===== src/rtl/bus_rr_arbiter_mux.sv =====
// bus_rr_arbiter_mux
// Round-robin bus arbiter with hold-limit preemption and master-side mux.
// The grant is registered. The granted master's address, strobe, read/write
// and write data are driven onto the shared slave-side bus.
//
// Ports:
//   clk        system clock
//   reset_     asynchronous active-low reset
//   m_req_     per-master bus request, active-low
//   m_addr     packed master addresses, master i at [i*ADDR_W +: ADDR_W]
//   m_as_      per-master address strobe, active-low
//   m_rw       per-master read(1)/write(0)
//   m_wr_data  packed master write data, master i at [i*DATA_W +: DATA_W]
//   s_rdy_     slave ready, active-low; ends the current access
//   m_grnt_    per-master grant, active-low, registered, at most one low
//   s_addr     muxed address (0 when idle)
//   s_as_      muxed address strobe (1 when idle)
//   s_rw       muxed read/write (1 = read when idle)
//   s_wr_data  muxed write data (0 when idle)
//   bus_busy   high while a grant is held
//   owner_id   index of the current owner, 0 when idle
module bus_rr_arbiter_mux #(
  parameter int N_MASTERS = 4,
  parameter int ADDR_W    = 30,
  parameter int DATA_W    = 32,
  parameter int MAX_HOLD  = 16,
  parameter int CNT_W     = 5
) (
  input  logic                          clk,
  input  logic                          reset_,
  input  logic [N_MASTERS-1:0]          m_req_,
  input  logic [N_MASTERS*ADDR_W-1:0]   m_addr,
  input  logic [N_MASTERS-1:0]          m_as_,
  input  logic [N_MASTERS-1:0]          m_rw,
  input  logic [N_MASTERS*DATA_W-1:0]   m_wr_data,
  input  logic                          s_rdy_,
  output logic [N_MASTERS-1:0]          m_grnt_,
  output logic [ADDR_W-1:0]             s_addr,
  output logic                          s_as_,
  output logic                          s_rw,
  output logic [DATA_W-1:0]             s_wr_data,
  output logic                          bus_busy,
  output logic [$clog2(N_MASTERS)-1:0]  owner_id
);

  localparam int ID_W = $clog2(N_MASTERS);
  localparam logic [CNT_W-1:0] HOLD_LIM = (MAX_HOLD == 0) ? '0 : CNT_W'(MAX_HOLD - 1);
  localparam logic [ID_W-1:0]  LAST_ID  = ID_W'(N_MASTERS - 1);

  typedef enum logic {IDLE, OWN} state_t;

  state_t               state, state_nx;
  logic [ID_W-1:0]      owner, owner_nx;
  logic [ID_W-1:0]      ptr, ptr_nx;
  logic [ID_W-1:0]      sel, sel_inc;
  logic [CNT_W-1:0]     hold_cnt, hold_cnt_nx;
  logic [N_MASTERS-1:0] grnt_nx;
  logic                 any_req, other_req, release_own, access_open, preempt;

  // Round-robin search starting at ptr. While a master owns the bus ptr is
  // always owner+1, so the current owner is the last candidate examined and
  // a preemption can never re-select it while another master is requesting.
  always_comb begin
    logic [ID_W:0] idx_w;
    idx_w   = '0;
    sel     = '0;
    any_req = 1'b0;
    for (int unsigned k = 0; k < N_MASTERS; k++) begin
      idx_w = {1'b0, ptr} + (ID_W+1)'(k);
      if (idx_w >= (ID_W+1)'(N_MASTERS))
        idx_w = idx_w - (ID_W+1)'(N_MASTERS);
      if (!any_req && !m_req_[idx_w[ID_W-1:0]]) begin
        any_req = 1'b1;
        sel     = idx_w[ID_W-1:0];
      end
    end
  end

  assign sel_inc = (sel == LAST_ID) ? '0 : sel + 1'b1;

  // Owner status used by the next-state logic.
  always_comb begin
    logic [N_MASTERS-1:0] others;
    others        = ~m_req_;
    others[owner] = 1'b0;
    other_req     = |others;
    release_own   = m_req_[owner];
    access_open   = !m_as_[owner] && s_rdy_;
    preempt       = (MAX_HOLD != 0) && (hold_cnt >= HOLD_LIM) && other_req && !access_open;
  end

  // State register; the grant vector is registered alongside it.
  always_ff @(posedge clk or negedge reset_) begin
    if (!reset_) begin
      state    <= IDLE;
      owner    <= '0;
      ptr      <= '0;
      hold_cnt <= '0;
      m_grnt_  <= '1;
    end else begin
      state    <= state_nx;
      owner    <= owner_nx;
      ptr      <= ptr_nx;
      hold_cnt <= hold_cnt_nx;
      m_grnt_  <= grnt_nx;
    end
  end

  // Next-state logic. Release and preemption share one path, which makes a
  // simultaneous release+preempt behave as a release.
  always_comb begin
    state_nx    = state;
    owner_nx    = owner;
    ptr_nx      = ptr;
    hold_cnt_nx = hold_cnt;
    grnt_nx     = m_grnt_;
    unique case (state)
      IDLE: begin
        hold_cnt_nx = '0;
        if (any_req) begin
          state_nx      = OWN;
          owner_nx      = sel;
          ptr_nx        = sel_inc;
          grnt_nx       = '1;
          grnt_nx[sel]  = 1'b0;
        end
      end
      OWN: begin
        if (release_own || preempt) begin
          hold_cnt_nx = '0;
          if (any_req) begin
            owner_nx     = sel;
            ptr_nx       = sel_inc;
            grnt_nx      = '1;
            grnt_nx[sel] = 1'b0;
          end else begin
            state_nx = IDLE;
            owner_nx = '0;
            grnt_nx  = '1;
          end
        end else if (hold_cnt < HOLD_LIM) begin
          hold_cnt_nx = hold_cnt + 1'b1;
        end
      end
      default: ;
    endcase
  end

  // Output logic: slave-side mux driven only from the registered owner.
  always_comb begin
    bus_busy  = (state == OWN);
    owner_id  = '0;
    s_addr    = '0;
    s_as_     = 1'b1;
    s_rw      = 1'b1;
    s_wr_data = '0;
    if (state == OWN) begin
      owner_id  = owner;
      s_addr    = m_addr[owner*ADDR_W +: ADDR_W];
      s_as_     = m_as_[owner];
      s_rw      = m_rw[owner];
      s_wr_data = m_wr_data[owner*DATA_W +: DATA_W];
    end
  end

endmodule


===== config.mk =====
export PLATFORM = sky130hd
export DESIGN_NAME = bus_rr_arbiter_mux
export DESIGN_NICKNAME = d
export VERILOG_FILES = /design/src/rtl/bus_rr_arbiter_mux.sv
export SDC_FILE = /design/constraint.sdc
export NUM_CORES = 1
export LEC_CHECK = 0
export BUFFER_PORTS_ARGS = -buffer_cell sky130_fd_sc_hd__buf_2
export CORE_AREA = 3 3 130 132
export DETAILED_ROUTE_END_ITERATION = 6
export DIE_AREA = 0 0 133 135
export PLACE_DENSITY = 0.55
export SLEW_MARGIN = 20
export SYNTH_ARGS = -nofsm -noshare
export SYNTH_HDL_FRONTEND = slang
export SYNTH_SLANG_ARGS = --single-unit

===== constraint.sdc =====
create_clock -name clk -period 2.96 [get_ports clk]
set_input_delay 0 -clock clk [delete_from_list [all_inputs] [get_ports clk]]
set_output_delay 0 -clock clk [all_outputs]
set_load 0.05 [all_outputs]

==> summary.txt, run 1 <==
========================================================================================
Portion of the post-synthesis area used by sequential elements                     0.126
Source-to-sink clock delay at the later pin of the worst-skew pair                250 ps
Max Freq                                                                         413 MHz
Vias after detailed routing                                                         3387
Worst Tran Pin Value                                                              499 ps
Number of maximum-capacitance constraint violations                                    0
Final hold violations                                                                  0
Portion of the clock cycle consumed by the worst path in the final layout          0.819
Synthesized netlist net count                                                        500
Switching pwr                                                                    2.98 mW
Slew headroom                                                                      0.667
IO Pins                                                                              334
Leftover overflow at the end of global routing                                         0
Number of instances in the synthesized netlist                                       231
Proportion of power drawn by the clock network                                     0.056
Count of different cell masters after synthesis                                       37
Full die area                                                                  18000 um2
Setup violation total in the final timing report                                       0
Remaining number of nets flagged by the antenna check after routing                    0
Crit-path cells                                                             buf_4 -> mux4_2 -> and2_1 -> buf_2
Initial antenna violation count                                                        6
Violation count after the first detailed-route iteration                             116
Largest stage delay on the critical path                                          670 ps
Global routing usage summed across all routing layers                              0.143
Worst Setup Start Kind                                                         flip-flop
Final Util                                                                         0.303
Die boundary height                                                               135 um
Drt first pass iters                                                                   4
Shortest period the worst path allows                                            2420 ps
Hpwl dp                                                                          12.3 mm
Footprint of the multi-input gates                                              2310 um2
Max FO, Critical Path                                                                 27
Combinational cell fraction of total power                                         0.864
Internal power of the cells                                                      2.07 mW
Largest net degree at the start of global routing                                     39
Worst Hold Margin                                                                84.9 ps
Number of global-route vias before repair                                           3420
Post-CTS Setup Inserts                                                                 0
Initial cell density of the core                                                   0.178
Vias per std cell                                                                   4.40
Gp weighted congestion                                                             0.818
Total Routed Length                                                              14.2 mm
Area growth, synth to finish                                                       70.3%
Power Density                                                                1050 nW/um2
Post-synthesis instance area                                                    2820 um2
Maximum resistive drop on vdd                                                   0.655 mV
CTS Buffer Depth                                                                       2
Post-layout total power                                                          5.04 mW
Quantity of gates resized following cts                                                0
Setup skew after layout                                                          2.97 ps
Crit-path slowest cell                                                      sky130_fd_sc_hd__dfrtp_4
Number of nets in the layout                                                         819
Placement Rows                                                                        46
Cts bufs inserted                                                                      3
CTS tree                                                                            done
Worst path required time                                                         2960 ps
Switching Fraction                                                                 0.590
Clock-pin slew on the worst setup and hold paths                                   50 ps
Setup Slack @ Placement                                                           710 ps
Deepest level of the CTS H-tree                                                        1
Number of design rule violations left after detail routing                             0
Setup repair after global routing missed its margin                                false
Count of input and output buffers                                                    333
Die width                                                                         133 um
Yosys reg bits                                                                        14
Root buf cell                                                               sky130_fd_sc_hd__clkbuf_16
Seq. cell area                                                                   362 um2
Clock sink total                                                                      14
Routed wire length per instance                                                  18.5 um
Min setup slack post-route                                                        536 ps
Syn_area_per_cell                                                               12.2 um2
Total count of max-transition violations in the final report                           0
Leakage dissipation                                                              2.31 nW
Fillers                                                                             1682
Critical path class                                                              reg2out
CP Capture Type                                                               output pin
Crit path DAT                                                                    2420 ps
Class of the tightest hold or removal check                                       in2reg
Sequential share of power                                                          0.080
Sum Neg Setup Slack                                                                 0 ps
Synth Warn #                                                                           0
Placeable core area                                                            15800 um2
Hold buffers post-CTS                                                                  1
Share of cells above drive strength 1                                              0.769
Result of the run                                                           complete, no violations
Global-route wire length before repair                                           20.2 mm
========================================================================================
==> through the flow <==
| stage | area [um2] | instances |
|---|---|---|
| 3_5_place_dp | 4680 | 760 |
| 2_1_floorplan | 2820 | 231 |
| 3_3_place_gp | 4680 | 760 |
| 4_1_cts | 4780 | 765 |
| 5_1_grt | 4790 | 768 |
| 6_report | 4790 | 769 |
==> placed cells by master (no fill, tap or decap), types with 3 or more instances in the layout <==
| master | instances |
|---|---|
| sky130_fd_sc_hd__dfstp_2 | 4 |
| sky130_fd_sc_hd__mux2i_1 | 3 |
| sky130_fd_sc_hd__buf_4 | 6 |
| sky130_fd_sc_hd__ha_1 | 6 |
| sky130_fd_sc_hd__o21ai_0 | 3 |
| sky130_fd_sc_hd__buf_2 | 333 |
| sky130_fd_sc_hd__inv_1 | 9 |
| sky130_fd_sc_hd__o22ai_1 | 3 |
| sky130_fd_sc_hd__a2bb2oi_1 | 5 |
| sky130_fd_sc_hd__nor2_1 | 4 |
| sky130_fd_sc_hd__a21oi_1 | 3 |
| sky130_fd_sc_hd__mux4_2 | 64 |
| sky130_fd_sc_hd__dfrtp_1 | 7 |
| sky130_fd_sc_hd__nand2_1 | 3 |
| sky130_fd_sc_hd__clkbuf_16 | 3 |
| sky130_fd_sc_hd__diode_2 | 4 |
| sky130_fd_sc_hd__and2_1 | 64 |
==> worst paths after layout <==
check	from	to	slack, ps	cells after the start
max	owner[0]	s_addr[8]	540	4
min	m_req_[2]	bus_busy	80	2
max reg2reg	hold_cnt[0]	ptr[1]	730	8
min reg2reg	m_grnt_[3]	m_grnt_[3]	500	1
max in group asynchronous	reset_	m_grnt_[1]	2490	2
min in group asynchronous	reset_	ptr[0]	180	2
==> flip-flops by register name (all words and copies together) (netlist names) <==
| signal | count |
|---|---|
| hold_cnt | 5 |
| m_grnt_ | 4 |
| owner | 2 |
| ptr | 2 |
| bus_busy | 1 |
==> synthesized netlist by cell type, drive strengths merged <==
cell type  number  share of area
buf            12          0.024
mux4           64           0.51
dfstp           4          0.037
a21oi           3         0.0053
a41o            1         0.0036
mux2i           3          0.011
o31ai           1         0.0076
o32ai           1         0.0058
inv             9          0.012
xor2            1         0.0031
a2bb2oi         5          0.016
and2           65           0.15
nor2b           1         0.0049
a41oi           2         0.0089
clkbuf         14          0.019
o22ai           3         0.0067
and3            1         0.0022
nor2            4         0.0053
xnor2           1         0.0031
a22o            1         0.0031
mux2            3          0.015
o2bb2ai         2         0.0062
nand2           3         0.0040
o21a            1         0.0027
a32o            1         0.0036
ha              6          0.027
nand2b          2         0.0044
nand3b          1         0.0027
dfrtp          10          0.089
o21ai           3         0.0053
nand3           1         0.0018
nand4           2         0.0044
==> area by class of cell <==
class,instances,share of cell area
antenna,4,0.00209
clock buffer,4,0.0185
inverter,9,0.00705
multi-input combinational,182,0.481
sequential,14,0.0754
tap,216,0.0564
timing repair buffer,340,0.359
==> kinds of logic (layout without fill, tap and decap cells) <==
| logic type | count (synthesis) | after routing | share of synthesized area |
|---|---|---|---|
| AO/OA/AOI/OAI | 24 | 24 | 0.0742 |
| XOR/XNOR | 2 | 2 | 0.00622 |
| adder cells (fa/ha/maj) | 6 | 6 | 0.0267 |
| buffers and inverters | 35 | 353 | 0.0542 |
| flip-flops | 14 | 14 | 0.126 |
| multiplexers | 70 | 70 | 0.537 |
| other | 0 | 4 | 0 |
| AND/OR/NAND/NOR | 80 | 80 | 0.175 |
==> power groups by stage <==
stage | logic [mW] | registers (mW) | clock network (mW)
6_report | 4.36 | 0.402 | 0.284
5_1_grt | 4.58 | 0.427 | 0.300
2_1_floorplan | 3.46 | 0.384 | 0
3_3_place_gp | 4.38 | 0.410 | 0
3_5_place_dp | 4.39 | 0.412 | 0
4_1_cts | 4.41 | 0.411 | 0.289
==> metal layers <==
metal | GRT usage | up-vias | part of all wire
met4 | 0.0196 | 4 | 0.0042
met2 | 0.247 | 172 | 0.51
met5 | 0 | - | 0.0019
met3 | 0.0332 | 10 | 0.080
li1 | - | 1555 | -
met1 | 0.188 | 1646 | 0.40
==> critical path: cells and delay by family (launching register included) <==
kind / cells / cell delay [ps]
and+or+nand+nor: 1 / 170
DFF: 1 / 670
muxes: 1 / 590
buffers and inverters: 2 / 710
Power figures use the tool's default switching activity.
==> run 2, diff against run 1 <==
Clock period 2.96 ns to 2.5 ns, I/O delays scaled along.
==> run 2 against run 1 <==
Net effect:
- routed wire length is 1.0% lower
- first-iteration DRC count is 21% lower
- clock power is 18% higher
- sequential share of layout area hardly changed
- clock skew is 1.4 ps lower
- non-clock buffer count is 1 lower
- die area stayed put
- power is 19% higher
- flip-flop and latch count stayed put
- sequential power is 6.5% higher
- final cell count is 0.13% lower
- critical endpoint is now ptr[1]
==> summary.txt, run 2 (synthesis gave the netlist of run 1 again) <==
========================================================================================
Result of the run                                                           complete, no violations
CP dominant cell by count                                                   sky130_fd_sc_hd__ha_1
Slew headroom                                                                      0.615   -0.0524
Number of maximum-capacitance constraint violations                                    0   unchanged
Cts bufs inserted                                                                      3   unchanged
Leftover overflow at the end of global routing                                         0   unchanged
Setup violation total in the final timing report                                       0   unchanged
Initial antenna violation count                                                        6   unchanged
Area of all placed cells without fillers                                        4800 um2   +0.10%
Gp weighted congestion                                                             0.771   -5.7%
CP Capture Type                                                                flip-flop
Register with the highest flop count                                            hold_cnt
Largest stage delay on the critical path                                          430 ps   -240 ps
Final hold violations                                                                  0   unchanged
Area growth, synth to finish                                                       70.4%
Remaining number of nets flagged by the antenna check after routing                    0   unchanged
Max reg flops                                                                          5   unchanged
Worst Setup Start Kind                                                         flip-flop
Power Density                                                                1250 nW/um2   +19%
Count of input and output buffers                                                    333   unchanged
Setup skew after layout                                                          1.60 ps   -1.38 ps
Crit path DAT                                                                    2380 ps   -40 ps
Worst Hold Margin                                                                77.1 ps   -7.72 ps
Placed instance area                                                            4690 um2   +0.11%
Root buf cell                                                               sky130_fd_sc_hd__clkbuf_16
Global-route wire length before repair                                           19.8 mm   -1.9%
Global routing usage summed across all routing layers                              0.140   -0.00305
Share of cells above drive strength 1                                              0.768   about the same
Violation count after the first detailed-route iteration                              92   -21%
Class of the tightest hold or removal check                                       in2reg
Total Routed Length                                                              14.1 mm   -1.0%
Worst path required time                                                         2630 ps   -330 ps
Hpwl dp                                                                          12.1 mm   -1.5%
Maximum resistive drop on vdd                                                   0.662 mV   +1.2%
Source-to-sink clock delay at the later pin of the worst-skew pair                240 ps   about the same
Top flop regs                                                               hold_cnt x5, m_grnt_ x4
Worst Tran Pin Value                                                              578 ps   +78.5 ps
Die boundary height                                                               135 um   unchanged
Placeable core area                                                            15800 um2   unchanged
Clock-pin slew on the worst setup and hold paths                                   50 ps   about the same
Max Freq                                                                         444 MHz
Post-layout total power                                                          6.00 mW   +19%
Crit-path cells                                                             ha_1 -> and3_1 -> ha_1 -> inv_1 -> a32o_1 -> o31ai_4 -> and2_4 -> mux2_4
Crit-path slowest cell                                                      sky130_fd_sc_hd__dfrtp_1
Most frequent standard cell in the layout excluding fill and tap cells      sky130_fd_sc_hd__buf_2
Initial cell density of the core                                                   0.178   unchanged
Full die area                                                                  18000 um2   unchanged
Quantity of gates resized following cts                                                0   unchanged
Leakage dissipation                                                              2.31 nW   about the same
Clock sink total                                                                      14   unchanged
IO Pins                                                                              334   unchanged
CTS Buffer Depth                                                                       2   unchanged
Drt first pass iters                                                                   4   unchanged
Die width                                                                         133 um   unchanged
Number of nets in the layout                                                         818   -0.12%
Placement Rows                                                                        46   unchanged
Deepest level of the CTS H-tree                                                        1   unchanged
Post-CTS Setup Inserts                                                                 0   unchanged
Number of global-route vias before repair                                           3378   -1.2%
Max FO, Critical Path                                                                  8   -70%
CTS tree                                                                            done
Vias per std cell                                                                   4.40   about the same
Total count of max-transition violations in the final report                           0   unchanged
Setup repair after global routing missed its margin                                false
Most used cells in the layout excluding fill and tap cells                  sky130_fd_sc_hd__buf_2, sky130_fd_sc_hd__mux4_2, sky130_fd_sc_hd__and2_1
Routed wire length per instance                                                  18.3 um   -0.88%
Number of design rule violations left after detail routing                             0   unchanged
Setup Slack @ Placement                                                           246 ps   -465 ps
Largest net degree at the start of global routing                                     69   +77%
Vias after detailed routing                                                         3381   -0.18%
Shortest period the worst path allows                                            2250 ps
Min setup slack post-route                                                        247 ps   -289 ps
Critical path class                                                              reg2reg
Sum Neg Setup Slack                                                                 0 ps   unchanged
Portion of the clock cycle consumed by the worst path in the final layout          0.901
========================================================================================
run 2: metal layers:
metal / share of wire / wire, um / global-route usage / vias to the layer above
li1: - / - / - / 1552
met1: 0.41 / 5800 / 0.188 / 1637
met2: 0.50 / 7050 / 0.239 / 173
met3: 0.075 / 1050 / 0.0276 / 15
met4: 0.0092 / 130 / 0.0237 / 4
met5: 0.0023 / 33 / 0 / -
run 2: timing repair:
item | 4_1_cts | 5_1_grt
endpoints found under the setup margin | 0 | 0
endpoints found under the hold margin | 14 | 0
hold buffers | 1 | 0
run 2: critical path: cells and delay by family (launching register included):
| kind | cells | cell delay, ps |
|---|---|---|
| compound gates | 2 | 600 |
| mux | 1 | 310 |
| fa+ha+maj | 2 | 330 |
| simple gates | 2 | 420 |
| buf+inv | 1 | 40 |
| flops | 1 | 430 |
run 2: where the power goes:
| group | leakage (nW) | internal [mW] | switching, mW |
|---|---|---|---|
| Combinational | 2.10 | 1.89 | 3.34 |
| Clock | 0.0442 | 0.242 | 0.0926 |
| Sequential | 0.164 | 0.326 | 0.103 |
run 2: cell type report:
type	count	area, um2
fillers	1682	11000
diodes	4	10.0
repair buffers	339	1730
inverters	9	33.8
multi-input cells	182	2310
flip-flops and latches	14	362
clock buffers	4	88.8
well taps	216	270
run 2: path summary, 6_finish.rpt:
| path | startpoint | to | slack, ps | cells after the start |
|---|---|---|---|---|
| setup / recovery | hold_cnt[0] | ptr[1] | 250 | 8 |
| setup reg to reg | hold_cnt[0] | ptr[1] | 250 | 8 |
| hold reg to reg | m_grnt_[3] | m_grnt_[3] | 500 | 1 |
| max in group asynchronous | reset_ | m_grnt_[2] | 2040 | 2 |
| hold / removal | m_req_[2] | bus_busy | 80 | 2 |
| min in group asynchronous | reset_ | ptr[1] | 180 | 2 |
run 2: through the flow:
stage          std cells  utilization
6_report             768        0.303
5_1_grt              767        0.303
3_3_place_gp         759        0.296
4_1_cts              764        0.303
3_5_place_dp         759        0.296
2_1_floorplan        231            -
